### config.mk
export PLATFORM = sky130hd
export DESIGN_NAME = alu_mul_sequencer
export DESIGN_NICKNAME = d
export VERILOG_FILES = /design/src/rtl/alu_mul_sequencer_pkg.sv /design/src/rtl/alu_mul_sequencer_inc_cnt.sv /design/src/rtl/alu_mul_sequencer.sv
export SDC_FILE = /design/constraint.sdc
export NUM_CORES = 1
export LEC_CHECK = 0
export ABC_CLOCK_PERIOD_IN_PS = 4500
export BUFFER_PORTS_ARGS = -buffer_cell sky130_fd_sc_hd__buf_2
export CORE_MARGIN = 3
export CORE_UTILIZATION = 53
export CTS_BUF_LIST = sky130_fd_sc_hd__clkbuf_4
export DETAILED_ROUTE_END_ITERATION = 8
export PLACE_DENSITY = 0.83
export SLEW_MARGIN = 5
export SYNTH_ARGS = -nofsm -noshare
export SYNTH_HDL_FRONTEND = slang
export SYNTH_SLANG_ARGS = --single-unit
### constraint.sdc
create_clock -name iClk -period 4.5 [get_ports iClk]
set_clock_uncertainty 0.05 [all_clocks]
set_input_delay 0 -clock iClk [delete_from_list [all_inputs] [get_ports iClk]]
set_output_delay 0 -clock iClk [all_outputs]
set_load 0.005 [all_outputs]
### src/rtl/alu_mul_sequencer_pkg.sv
// Shared definitions for the multiply sequencer: ALU function codes and FSM states.
package alu_mul_sequencer_pkg;

  localparam logic [2:0] ALU_F3_ADD = 3'b000;
  localparam logic [6:0] ALU_F7_ADD = 7'b0000000;

  typedef enum logic [1:0] {
    S_IDLE = 2'd0,
    S_RUN  = 2'd1,
    S_DONE = 2'd2
  } state_t;

endpackage

### src/rtl/alu_mul_sequencer_inc_cnt.sv
// Ripple incrementer (value + 1) built only from XOR/AND gates.
module alu_mul_sequencer_inc_cnt #(
  parameter int W = 6
) (
  input  logic [W-1:0] iVal,
  output logic [W-1:0] oVal
);

  logic [W-1:0] carry;

  // carry[i] is set when every bit below i is one; the +1 enters at bit 0.
  always_comb begin
    carry = '0;
    carry[0] = 1'b1;
    for (int i = 1; i < W; i++) begin
      carry[i] = carry[i-1] & iVal[i-1];
    end
  end

  assign oVal = iVal ^ carry;

endmodule

### src/rtl/alu_mul_sequencer.sv
// Shift-add MUL sequencer that borrows the shared ALU's ADD path for every partial sum.
module alu_mul_sequencer
  import alu_mul_sequencer_pkg::*;
#(
  parameter int WIDTH      = 32,
  parameter int CNT_W      = 6,
  parameter int EARLY_EXIT = 1
) (
  input  logic             iClk,
  input  logic             iRst,
  input  logic             iValid,
  output logic             oReady,
  input  logic [WIDTH-1:0] iDataA,
  input  logic [WIDTH-1:0] iDataB,
  output logic             oValid,
  input  logic             iReady,
  output logic [WIDTH-1:0] oData,
  output logic             oZero,
  output logic             oAluOwn,
  output logic [WIDTH-1:0] oAluA,
  output logic [WIDTH-1:0] oAluB,
  output logic [2:0]       oAluFunct3,
  output logic [6:0]       oAluFunct7,
  input  logic [WIDTH-1:0] iAluResult,
  output state_t           oDbgState
);

  // Handshakes: a request transfers on the rising edge where iValid & oReady;
  // a result transfers on the rising edge where oValid & iReady. Both sides
  // must hold valid (and its data) until the transfer happens.

  state_t             state;
  state_t             stateNext;
  logic [WIDTH-1:0]   acc;
  logic [WIDTH-1:0]   mcand;
  logic [WIDTH-1:0]   mplier;
  logic [CNT_W-1:0]   cnt;
  logic [CNT_W-1:0]   cntInc;
  logic [WIDTH-1:0]   accNext;
  logic               lastIter;

  alu_mul_sequencer_inc_cnt #(.W(CNT_W)) uIncCnt (
    .iVal (cnt),
    .oVal (cntInc)
  );

  // The ALU result is only consumed when the current multiplier bit is set.
  assign accNext  = mplier[0] ? iAluResult : acc;
  assign lastIter = (cnt == CNT_W'(WIDTH - 1)) ||
                    ((EARLY_EXIT != 0) && (mplier[WIDTH-1:1] == '0));

  always_comb begin
    stateNext = state;
    case (state)
      S_IDLE:  if (iValid)   stateNext = S_RUN;
      S_RUN:   if (lastIter) stateNext = S_DONE;
      S_DONE:  if (iReady)   stateNext = S_IDLE;
      default: stateNext = S_IDLE;
    endcase
  end

  assign oReady     = (state == S_IDLE);
  assign oValid     = (state == S_DONE);
  assign oAluOwn    = (state == S_RUN);
  assign oAluA      = oAluOwn ? acc   : '0;
  assign oAluB      = oAluOwn ? mcand : '0;
  assign oAluFunct3 = ALU_F3_ADD;
  assign oAluFunct7 = ALU_F7_ADD;
  assign oDbgState  = state;

  always_ff @(posedge iClk or posedge iRst) begin
    if (iRst) begin
      state  <= S_IDLE;
      acc    <= '0;
      mcand  <= '0;
      mplier <= '0;
      cnt    <= '0;
      oData  <= '0;
      oZero  <= 1'b1;
    end else begin
      state <= stateNext;
      case (state)
        S_IDLE: begin
          if (iValid) begin
            acc    <= '0;
            mcand  <= iDataA;
            mplier <= iDataB;
            cnt    <= '0;
          end
        end
        S_RUN: begin
          acc    <= accNext;
          mcand  <= {mcand[WIDTH-2:0], 1'b0};
          mplier <= {1'b0, mplier[WIDTH-1:1]};
          cnt    <= cntInc;
          if (lastIter) begin
            oData <= accNext;
            oZero <= ~|accNext;
          end
        end
        default: ;
      endcase
    end
  end

endmodule

==> summary.md, run 1 <==
| Metric | Value |
|---|---|
| Run status | `finished clean` |
| Minimum setup slack after placement | `between 1 and 1.5 ns` |
| RePlAce Congestion | `between 0.8 and 0.9` |
| Setup CP Type | `reg2out` |
| Total congestion overflow after global routing | `0` |
| Post-Route Setup TNS | `0 ns` |
| Source-to-sink clock delay at the later pin of the worst-skew pair | `0.56 ns` |
| Type of element launching the critical path | `flip-flop` |
| Arrival time at the worst endpoint | `roughly 3.5 ns` |
| Highest routed metal layer | `met4` |
| Vias in the first global route | `~7k` |
| Arithmetic-cell share of the synthesized area counting full adders, half adders and majority gates | `0.00757` |
| R2r worst-path depth | `5` |
| Final hold vios | `0` |
| Maximum number of pins on one net before global-route repair | `between 90 and 100` |
| Clock-pin slew on the worst setup and hold paths | `between 0.1 and 0.15 ns` |
| Final Util | `0.754` |
| Worst setup EP type | `primary output` |
| Ratio of final minimum period to clock period | `0.778` |
| Fraction of synthesized cell area taken by the top area cell type | `0.515` |
| Total core area | `about 0.012 mm2` |
| CTS Buffer Depth | `2` |
| RSZ-0062 raised after global routing | `no` |
| IR drop worst, VDD | `344 uV` |
| Number of iterations in the first detailed-routing pass | `5` |
| Overall track demand over capacity in global routing | `0.311` |
| HPWL after DPL | `between 10000 and 15000 um` |
| Number of H-tree branching levels | `4` |
| Final number of setup-violating endpoints | `0` |
| Largest stage delay on the critical path | `roughly 0.85 ns` |
| Kind of path behind the tightest hold check | `in2async` |
| Die height | `between 100 and 150 um` |
| Total number of placement rows | `40` |
| # Max-Cap Violations | `0` |
| Main combinational cell family by area after synthesis | `compound AO/OA/AOI/OAI gates` |
| Worst path required time | `4.45 ns` |
| Non-filler instance count after layout | `approximately 1.1k` |
| Wire length on met1 | `a little over 8000 um` |
| Number of instances in the synthesized netlist | `between 600 and 700` |
| Routed length on met2 | `a little over 10000 um` |
| Internal reg-to-reg setup slack | `1.20 ns` |
| Global-route wire length before repair | `35100 um` |
| Final critical delay including setup and external delays | `3.50 ns` |
| Setup fix buffers added after clock tree synthesis | `0` |
| Post-route ant nets | `0` |
| Distinct cells, synth | `33` |
| Count of boundary I/O pins | `between 200 and 250` |
| Number of clock sinks seen by CTS | `approximately 140` |
| Post-synth top area cell | `sky130_fd_sc_hd__dfrtp_1` |
| Fmax | `286 MHz` |
| Worst-path cell with the longest stage delay | `sky130_fd_sc_hd__dfrtp_1` |
| Register area share after synthesis | `0.519` |
| Number of CTS-inserted buffers | `17` |
| Post-synthesis to final-layout area growth | `38.1%` |
| Remaining routing DRC violations | `0` |
| Footprint of the multi-input gates | `approximately 0.0029 mm2` |
| Dominant cells by area after synthesis | `sky130_fd_sc_hd__dfrtp_1 (51%), sky130_fd_sc_hd__mux2i_1 (8.0%), sky130_fd_sc_hd__o21ai_0 (7.6%)` |
| Number of warnings issued by yosys | `0` |
| CP cell instances | `nand2b_2 > inv_2 > buf_4 > and2_1 > buf_2` |
| Via total after detailed routing | `around 6.6k` |
| Sequential standard cell area | `between 0.003 and 0.004 mm2` |
| Share of final-layout standard cells stronger than drive strength 1 | `0.259` |
| Vias/cell | `5.86` |
| Simple-gate portion of the synthesized area | `0.135` |
| Number of gates resized after cts | `0` |
| Dpl cells | `967` |
| Post-Syn Area per Cell | `slightly above 10 um2` |
| Die width | `about 120 um` |
| Total of buffers placed on input and output ports | `approximately 200` |
| Final-report max-slew violation count | `0` |
| Clock tree from TritonCTS | `yes` |
| P_leak | `between 0.004 and 0.005 uW` |
| Nets | `1047` |
| Routed len/inst | `about 19 um` |
| Total met3 wirelength after detailed routing | `1870 um` |
| WL final | `between 20000 and 25000 um` |
| Initial Utilization | `0.546` |
| Syn Std Cell Area | `0.00661 mm2` |
| Power density over cell area | `602 mW/mm2` |
| Number of fillers in the final layout | `approximately 800` |
| Complex-gate fraction of the synthesized area | `0.202` |
| Crit path setup slack, layout | `approximately 1 ns` |
| Worst relative slew slack | `0.135` |
| Flip-flop and latch count after synthesis | `approximately 140` |
| CP max FO | `90` |
| Number of antenna violations at the first check in global routing | `1` |
| Die outline area | `between 0.01 and 0.015 mm2` |
| Xor and xnor area share after synthesis | `0` |
| Root buffer cell | `sky130_fd_sc_hd__clkbuf_4` |
| Initial DRC count | `577` |
| Mux cell area share after synthesis | `0.0819` |
| Worst-Margin Slew | `approximately 1.3 ns` |
==> Yosys cell counts, drive strengths merged <==
cell       n
buf       36
a22o      37
a22oi     38
and2      65
o21ai    130
a21oi      5
nand2b     3
nand4      6
inv        3
dfrtp    136
a32o       2
nand2     63
a2bb2oi    1
nor2b      1
nor4      23
mux2i     53
mux2       1
ha         4
o21bai     2
nor2       4
dfstp      1
conb       1
clkbuf    27
nor3       2
and4b      1
==> worst paths after layout <==
path | end | start
min reg2reg | mcand[30]$_DFFE_PP0P_ | mcand[30]$_DFFE_PP0P_
min | mcand[14]$_DFFE_PP0P_ | iRst
min in group iClk | oDbgState[1]$_DFFE_PP0P_ | iReady
max in group asynchronous | mplier[0]$_DFFE_PP0P_ | iRst
max | oAluB[28] | oDbgState[0]$_DFFE_PP0P_
max reg2reg | oData[23]$_DFFE_PP0P_ | oDbgState[0]$_DFFE_PP0P_
==> critical path: cells and delay by family (launching register included) <==
kind | cells | cell delay [ns]
buffers and inverters | 3 | 1.07
flip-flops | 1 | 0.85
AND/OR/NAND/NOR | 2 | 0.94
==> timing repair <==
action	CTS	global route
hold buffers	125	0
setup endpoints to repair	0	0
endpoints found under the hold margin	223	0
==> final cells by class <==
type	count	area share
inverters	3	0.00178
clock inverters	11	0.0141
repair buffers	333	0.253
clock buffers	21	0.0173
diodes	1	0.000274
flip-flops and latches	137	0.376
well taps	168	0.0230
multi-input cells	451	0.315
==> kinds of logic (layout without fill, tap and decap cells) <==
group,after synthesis,in the layout
simple gates,168,168
compound gates,215,215
mux,54,54
buf+inv,66,368
other cells,1,11
flops,137,137
fa+ha+maj,4,4
==> where the power goes <==
group          switching, uW  total, uW  internal (uW)  leakage, uW
sequential               520       2230           1710      0.00163
combinational           1180       2420           1240      0.00250
clock                    442        843            400     0.000160
==> registers in the layout, indices dropped and copies added (netlist names) <==
register	flops
cnt	6
mplier	32
oZero	1
mcand	32
acc	32
oDbgState	2
oData	32
==> per-layer routing <==
layer | global-route usage | up-vias
li1 | - | 2922
met1 | 0.378 | 3173
met2 | 0.503 | 407
met3 | 0.0932 | 95
met4 | 0.159 | 0
met5 | 0 | -
==> cells in the final DEF (no fill, tap or decap), drive strengths merged, types with 2 or more instances in the layout <==
master       count
and2            65
clkinv           7
dfrtp          136
a22o            37
nand2           63
buf            208
conb            10
inv              3
bufinv           3
dlygate4sd3    125
ha               4
o21bai           2
nor3             2
clkbuf          21
a21oi            5
a32o             2
nand4            6
mux2i           53
o21ai          130
nor2             4
a22oi           38
nand2b           3
nor4            23
==> stage by stage <==
step,instance area (um2),power (uW),hold slack (ns)
after global routing,9130,5860,0.116
after floorplan,6650,3560,0.0576
after detailed placement,7590,4330,0.166
after CTS,9130,5400,0.121
after global placement,7590,4210,0.163
final,9130,5500,0.106
Power figures use the tool's default switching activity.
==> run 2: changes to the inputs <==
--- a/config.mk
+++ b/config.mk
@@ -5,7 +5,8 @@
 export SDC_FILE = /design/constraint.sdc
 export NUM_CORES = 1
 export LEC_CHECK = 0
-export ABC_CLOCK_PERIOD_IN_PS = 4500
+export ABC_AREA = 1
+export ABC_CLOCK_PERIOD_IN_PS = 3600
 export BUFFER_PORTS_ARGS = -buffer_cell sky130_fd_sc_hd__buf_2
 export CORE_MARGIN = 3
 export CORE_UTILIZATION = 53
==> constraint.sdc (replaced) <==
create_clock -name iClk -period 3.6 [get_ports iClk]
set_clock_uncertainty 0.05 [all_clocks]
set_input_delay 0 -clock iClk [delete_from_list [all_inputs] [get_ports iClk]]
set_output_delay 0 -clock iClk [all_outputs]
set_load 0.005 [all_outputs]
==> run 2 against run 1 <==
Worst hold slack better by 0.014 ns. Total power is 23% higher. Largest power group unchanged. First-iteration DRC count is 5.0% higher.
==> summary.md, run 2 <==
| Metric | Value |
|---|---|
| Largest stage delay on the critical path | `~0.67 ns` |
| Fmax | `roughly 380 MHz` |
| Clock tree from TritonCTS | `yes` |
| Post-synth EDFFs | `0` |
| Switching part of the total | `0.432` |
| Number of gates resized after cts | `0` |
| Worst-path cell with the longest stage delay | `sky130_fd_sc_hd__inv_2` |
| Vias in the first global route | `between 6k and 7k` |
| Number of iterations in the first detailed-routing pass | `5` |
| WL final | `~20000 um` |
| Number of instances in the synthesized netlist | `862` |
| Arrival time at the worst endpoint | `between 2 and 3 ns` |
| Relative contribution of sequential cells to total power | `0.366` |
| CP delay by family, top | `buffers and inverters` |
| Total core area | `roughly 0.012 mm2` |
| Most common library cell in the layout ignoring fill and taps | `sky130_fd_sc_hd__nand2_1` |
| Cell with the most instances on the worst path | `sky130_fd_sc_hd__inv_2` |
| Pint | `roughly 3800 uW` |
| Worst hold slack | `~0.12 ns` |
| Number of antenna violations at the first check in global routing | `0` |
| Worst path required time | `approximately 3.6 ns` |
| HPWL after DPL | `11600 um` |
| Source-to-sink clock delay at the later pin of the worst-skew pair | `between 0.5 and 0.6 ns` |
| Net Switching | `2920 uW` |
| Ys flop type | `sky130_fd_sc_hd__dfrtp_1` |
| Top Usage Layer GRT | `met2` |
| Vias/cell | `~5.2` |
| RePlAce Congestion | `0.851` |
| Die width | `approximately 120 um` |
| Number of fillers in the final layout | `870` |
| Count of boundary I/O pins | `about 210` |
| Final hold vios | `0` |
| Fraction of synthesized cell area taken by the top area cell type | `0.515` |
| Ratio of final minimum period to clock period | `0.736` |
| Initial Utilization | `0.546` |
| Register area share after synthesis | `0.519` |
| Syn Std Cell Area | `around 0.0066 mm2` |
| Die outline area | `roughly 0.014 mm2` |
| Total number of placement rows | `40` |
| Final-report max-slew violation count | `0` |
| Post-route ant nets | `0` |
| Overall track demand over capacity in global routing | `0.291` |
| P_leak | `~0.0048 uW` |
| Commonest non-fill, non-tap cells in the layout | `sky130_fd_sc_hd__nand2_1 (274), sky130_fd_sc_hd__buf_2 (201), sky130_fd_sc_hd__dfrtp_1 (136), sky130_fd_sc_hd__nor2_1 (104), sky130_fd_sc_hd__dlygate4sd3_1 (101)` |
| Worst setup EP type | `primary output` |
| Maximum number of pins on one net before global-route repair | `115` |
| Placed cell areas | `roughly 0.0076 mm2` |
| Post-synthesis to final-layout area growth | `34.8%` |
| Number of H-tree branching levels | `4` |
| IR drop worst, VDD | `451 uV` |
| Distinct cells, synth | `28` |
| Dpl cells | `roughly 1.2k` |
| Root buffer cell | `sky130_fd_sc_hd__clkbuf_4` |
| Worst relative slew slack | `0.241` |
| Die height | `roughly 120 um` |
| CP Buf/Inv Count | `5` |
| Global-route wire length before repair | `32800 um` |
| Run status | `finished clean` |
| Diodes inserted | `0` |
| Synth cell count leaders | `sky130_fd_sc_hd__nand2_1 (275), sky130_fd_sc_hd__dfrtp_1 (136), sky130_fd_sc_hd__nor2_1 (104), sky130_fd_sc_hd__inv_1 (95), sky130_fd_sc_hd__o21ai_0 (86)` |
| Routed len/inst | `15.2 um` |
| Type of element launching the critical path | `flip-flop` |
| Share of final-layout standard cells stronger than drive strength 1 | `0.213` |
| Dominant cells by area after synthesis | `sky130_fd_sc_hd__dfrtp_1 (51%), sky130_fd_sc_hd__nand2_1 (16%), sky130_fd_sc_hd__o21ai_0 (6.5%)` |
| Final std cell area, no fill | `around 0.009 mm2` |
| Final number of setup-violating endpoints | `0` |
| Worst-Margin Slew | `roughly 1.1 ns` |
| Initial DRC count | `606` |
| # Max-Cap Violations | `0` |
| Number of warnings issued by yosys | `0` |
| Share of async-settable or async-resettable flops after synthesis | `1.00` |
| Non-filler instance count after layout | `roughly 1.3k` |
| Routing usage on met1 | `0.364` |
| Total of buffers placed on input and output ports | `201` |
| Final critical delay including setup and external delays | `between 2 and 3 ns` |
| Setup CP Type | `reg2out` |
| Kind of path behind the tightest hold check | `in2reg` |
| CTS Buffer Depth | `2` |
| Fraction of power consumed by the clock network | `0.154` |
| Flip-flop and latch count after synthesis | `about 140` |
| Global Route met2 Usage | `0.471` |
| RSZ-0062 raised after global routing | `no` |
| Number of CTS-inserted buffers | `17` |
| Clock-pin slew on the worst setup and hold paths | `about 0.12 ns` |
| Remaining routing DRC violations | `0` |
| Nets | `1247` |
| Via total after detailed routing | `slightly below 7k` |
| Post-Syn Area per Cell | `~7.7 um2` |
| Minimum setup slack after placement | `approximately 1.3 ns` |
| Comb power frac | `0.480` |
| Total congestion overflow after global routing | `0` |
| Met3 layer usage reported by global route | `0.0918` |
| Number of clock sinks seen by CTS | `between 100 and 150` |
| Crit path setup slack, layout | `between 0.9 and 1 ns` |
| Most instantiated library cell after synthesis | `sky130_fd_sc_hd__nand2_1` |
| CP cell instances | `inv_2 > nand2_2 > inv_2 > buf_12 > nand2_1 > inv_1 > buf_2` |
| Power density over cell area | `758 mW/mm2` |
| Post-synth top area cell | `sky130_fd_sc_hd__dfrtp_1` |
| CP max FO | `44` |
| Post-Route Setup TNS | `0 ns` |
==> run 2: final cells by class <==
cell class,instances,area (um2),area share
Tap cell,168,210,0.0236
Clock inverter,12,131,0.0147
Inverter,99,375,0.0421
Sequential cell,137,3430,0.385
Multi-Input combinational cell,579,2510,0.282
Clock buffer,20,150,0.0168
Timing Repair Buffer,309,2110,0.236
==> run 2: cell families (layout without fill, tap and decap cells) <==
family          Yosys count  after routing  synth area share
compound gates          179            179             0.144
xor+xnor                  1              1           0.00132
fa+ha+maj                 4              4           0.00757
buf+inv                 155            440             0.107
flops                   137            137             0.519
other cells               1             10          0.000567
simple gates            385            385             0.221
==> run 2: through the flow <==
| step | total power, uW | util |
|---|---|---|
| detailed placement | 5510 | 0.630 |
| global route | 7310 | 0.736 |
| global placement | 5410 | 0.630 |
| floorplan | 4510 | - |
| CTS | 6630 | 0.736 |
| finish | 6760 | 0.736 |
==> run 2: worst paths after layout <==
path | startpoint | endpoint | slack, ns | cells after the start
max reg2reg | oDbgState[1]$_DFFE_PP0P_ | mplier[6]$_DFFE_PP0P_ | 1.10 | 7
max | oDbgState[1]$_DFFE_PP0P_ | oAluB[23] | 0.95 | 7
min | iDataB[26] | mplier[26]$_DFFE_PP0P_ | 0.12 | 4
min in group asynchronous | iRst | oData[9]$_DFFE_PP0P_ | 0.58 | 4
min reg2reg | oData[2]$_DFFE_PP0P_ | oData[2]$_DFFE_PP0P_ | 0.43 | 2
max in group asynchronous | iRst | mcand[5]$_DFFE_PP0P_ | 1.93 | 5
==> run 2: repair_timing <==
item / in CTS / in global routing
setup buffers: 0 / 0
endpoints found under the hold margin: 183 / 0
hold buffers: 101 / 0
endpoints found under the setup margin: 0 / 0
==> run 2: layer usage <==
layer	up-vias	share of wire	routed length, um
met4	0	0.031	629
met3	57	0.095	1910
met5	-	0	0
met2	411	0.47	9460
met1	3191	0.40	8120
li1	3222	-	-
==> run 2: tightest hold or removal path, stage by stage <==
cell	delay, ns
sky130_fd_sc_hd__dlygate4sd3_1	0.52
sky130_fd_sc_hd__buf_2	0.09
sky130_fd_sc_hd__nand2_1	0.04
sky130_fd_sc_hd__nand2_1	0.05
==> run 2: power by group through the flow <==
stage	clock [uW]	combinational (uW)	sequential (uW)
after detailed placement	0	3030	2490
after global placement	0	2950	2460
after floorplan	0	2110	2400
after global routing	1120	3650	2540
final	1040	3250	2470
after CTS	1040	3130	2450
==> run 3: changes to the inputs <==
--- a/config.mk
+++ b/config.mk
@@ -6,7 +6,7 @@
 export NUM_CORES = 1
 export LEC_CHECK = 0
 export ABC_AREA = 1
-export ABC_CLOCK_PERIOD_IN_PS = 3600
+export ABC_CLOCK_PERIOD_IN_PS = 2600
 export BUFFER_PORTS_ARGS = -buffer_cell sky130_fd_sc_hd__buf_2
 export CORE_MARGIN = 3
 export CORE_UTILIZATION = 53
==> constraint.sdc (replaced) <==
create_clock -name iClk -period 2.6 [get_ports iClk]
set_clock_uncertainty 0.05 [all_clocks]
set_input_delay 0 -clock iClk [delete_from_list [all_inputs] [get_ports iClk]]
set_output_delay 0 -clock iClk [all_outputs]
set_load 0.005 [all_outputs]
==> run 3 against run 2 <==
Via count fell by 0.23%. Critical endpoint is now oAluB[29]. Total power rose by 35%. Die area did not move.
==> summary.md, run 3 (synthesized netlist as in run 2, its figures left out) <==
| Metric | Value |
|---|---|
| Number of antenna violations at the first check in global routing | `0` |
| Commonest non-fill, non-tap cells in the layout | `sky130_fd_sc_hd__nand2_1 (274), sky130_fd_sc_hd__buf_2 (201), sky130_fd_sc_hd__dfrtp_1 (136), sky130_fd_sc_hd__nor2_1 (104), sky130_fd_sc_hd__dlygate4sd3_1 (100)` |
| Arrival time at the worst endpoint | `~2 ns` |
| HPWL after DPL | `11500 um` |
| CP Buf/Inv Count | `5` |
| RR Startpoint | `mplier[11]$_DFFE_PP0P_` |
| Die width | `118 um` |
| Overall track demand over capacity in global routing | `0.293` |
| Die height | `118 um` |
| Clock-pin slew on the worst setup and hold paths | `between 0.1 and 0.15 ns` |
| Internal reg-to-reg setup slack | `between 0.5 and 0.6 ns` |
| Count of boundary I/O pins | `between 200 and 250` |
| P_leak | `between 0.004 and 0.005 uW` |
| IR drop worst, VDD | `slightly below 700 uV` |
| Worst-path cell with the longest stage delay | `sky130_fd_sc_hd__dfrtp_1` |
| Share of final-layout standard cells stronger than drive strength 1 | `0.217` |
| Setup CP Type | `reg2out` |
| Total number of placement rows | `40` |
| RePlAce Congestion | `just over 0.8` |
| Worst setup EP type | `primary output` |
| Capturing element of the worst setup path | `oAluB[29]` |
| Routed len/inst | `between 15 and 20 um` |
| Global-route wire length before repair | `between 30000 and 40000 um` |
| Number of iterations in the first detailed-routing pass | `5` |
| CP cell instances | `inv_2 > nand2_2 > inv_2 > buf_4 > nand2_1 > inv_1 > buf_2` |
| R2r endpoint | `oData[21]$_DFFE_PP0P_` |
| Setup fix buffers added after clock tree synthesis | `0` |
| Maximum number of pins on one net before global-route repair | `~140` |
| Type of element launching the critical path | `flip-flop` |
| CP delay by family, top | `buffers and inverters` |
| Die outline area | `~0.014 mm2` |
| Final number of setup-violating endpoints | `0` |
| Total congestion overflow after global routing | `0` |
| Launch point of the worst path | `oDbgState[1]$_DFFE_PP0P_` |
| Number of clock sinks seen by CTS | `137` |
| Worst relative slew slack | `0.440` |
| Final-report max-slew violation count | `0` |
| Source-to-sink clock delay at the later pin of the worst-skew pair | `~0.54 ns` |
| Most common library cell in the layout ignoring fill and taps | `sky130_fd_sc_hd__nand2_1` |
| Power density over cell area | `around 1000 mW/mm2` |
| Initial DRC count | `about 670` |
| Post-route ant nets | `0` |
| Vias in the first global route | `a little under 7k` |
| Crit path setup slack, layout | `0.510 ns` |
| Run status | `finished clean` |
| CP max FO | `31` |
| # Max-Cap Violations | `0` |
| Clock tree from TritonCTS | `yes` |
| Minimum setup slack after placement | `about 0.64 ns` |
| Vias/cell | `5.17` |
| Final hold vios | `0` |
| Worst path required time | `2.55 ns` |
| Worst-Margin Slew | `around 0.84 ns` |
| Number of fillers in the final layout | `a little over 900` |
| Nets | `1250` |
| Diodes inserted | `0` |
| Initial Utilization | `0.546` |
| Final critical delay including setup and external delays | `2.09 ns` |
| R2r worst-path depth | `9` |
| Number of H-tree branching levels | `4` |
| Remaining routing DRC violations | `0` |
| Total of buffers placed on input and output ports | `approximately 200` |
| Kind of path behind the tightest hold check | `in2reg` |
| Post-synthesis to final-layout area growth | `34.0%` |
| RSZ-0062 raised after global routing | `no` |
| Fmax | `around 480 MHz` |
| Root buffer cell | `sky130_fd_sc_hd__clkbuf_4` |
| Ratio of final minimum period to clock period | `0.804` |
| Number of CTS-inserted buffers | `17` |
| Cell with the most instances on the worst path | `sky130_fd_sc_hd__inv_2` |
| Via total after detailed routing | `6865` |
| Post-Route Setup TNS | `0 ns` |
| Total core area | `0.0121 mm2` |
| WL final | `just over 20000 um` |
| CTS Buffer Depth | `2` |
| Largest stage delay on the critical path | `0.44 ns` |
| Number of stages on the worst setup path | `7` |
==> run 3: cell count changes in the layout (fill, tap and decap cells not counted), sizes merged <==
| cell | before | now |
|---|---|---|
| clkbuf | 20 | 19 |
| dlygate4sd3 | 101 | 100 |
| clkinvlp | 2 | 1 |
| bufinv | 3 | 1 |
| buf | 208 | 212 |
| clkinv | 8 | 12 |
==> run 3: layout make-up <==
type | instances | area [um2] | share of cell area
Multi-Input combinational cell | 579 | 2510 | 0.284
Tap cell | 168 | 210 | 0.0237
Inverter | 99 | 375 | 0.0424
Clock inverter | 13 | 86.3 | 0.00974
Clock buffer | 19 | 143 | 0.0161
Sequential cell | 137 | 3430 | 0.387
Timing Repair Buffer | 312 | 2100 | 0.237
==> run 3: worst register-to-register path: stages (launching register included) <==
cell                      delay [ns]
sky130_fd_sc_hd__dfrtp_1        0.42
sky130_fd_sc_hd__nor2_1         0.11
sky130_fd_sc_hd__nand2_1        0.07
sky130_fd_sc_hd__nor2_1         0.16
sky130_fd_sc_hd__nand2_1        0.10
sky130_fd_sc_hd__nor2_1         0.10
sky130_fd_sc_hd__nor2_1         0.07
sky130_fd_sc_hd__nor2_4         0.64
sky130_fd_sc_hd__nand2_1        0.15
sky130_fd_sc_hd__nand2_1        0.11
==> run 3: worst min path at each step <==
stage | startpoint | endpoint | slack (ns) | cells after the start
after floorplan | iDataA[8] | mcand[8]$_DFFE_PP0P_ | 0.07 | 2
after global placement | iDataA[8] | mcand[8]$_DFFE_PP0P_ | 0.15 | 3
after detailed placement | iDataA[8] | mcand[8]$_DFFE_PP0P_ | 0.15 | 3
after CTS | iDataA[8] | mcand[8]$_DFFE_PP0P_ | 0.1 | 4
after global routing | iDataA[29] | mcand[29]$_DFFE_PP0P_ | 0.11 | 4
final | iDataA[25] | mcand[25]$_DFFE_PP0P_ | 0.15 | 4
==> run 3: layer usage <==
layer  vias up  global-route usage  part of all wire
li1       3237                   -                 -
met1      3180               0.366              0.40
met2       390               0.488              0.48
met3        58              0.0745             0.092
met4         0               0.123             0.031
met5         -                   0                 0
==> run 3: stage by stage <==
| step | hold slack (ns) | total power [uW] | cells | area [um2] | util |
|---|---|---|---|---|---|
| floorplan | 0.0667 | 6240 | 871 | 6650 | - |
| global placement | 0.152 | 7460 | 1195 | 7630 | 0.630 |
| detailed placement | 0.155 | 7610 | 1195 | 7630 | 0.630 |
| CTS | 0.0973 | 8940 | 1327 | 8860 | 0.732 |
| global route | 0.115 | 9890 | 1327 | 8860 | 0.732 |
| finish | 0.147 | 9110 | 1327 | 8860 | 0.732 |
==> run 3: report_power, final <==
part | switching [uW] | total (uW) | internal, uW
combinational | 2850 | 4500 | 1660
sequential | 397 | 3370 | 2980
clock | 767 | 1240 | 470
total | 4010 | 9110 | 5100
==> run 3: repair_timing <==
item                      CTS  global route
gates resized for setup     0             0
hold endpoints to repair  267             0
hold buffers              100             0
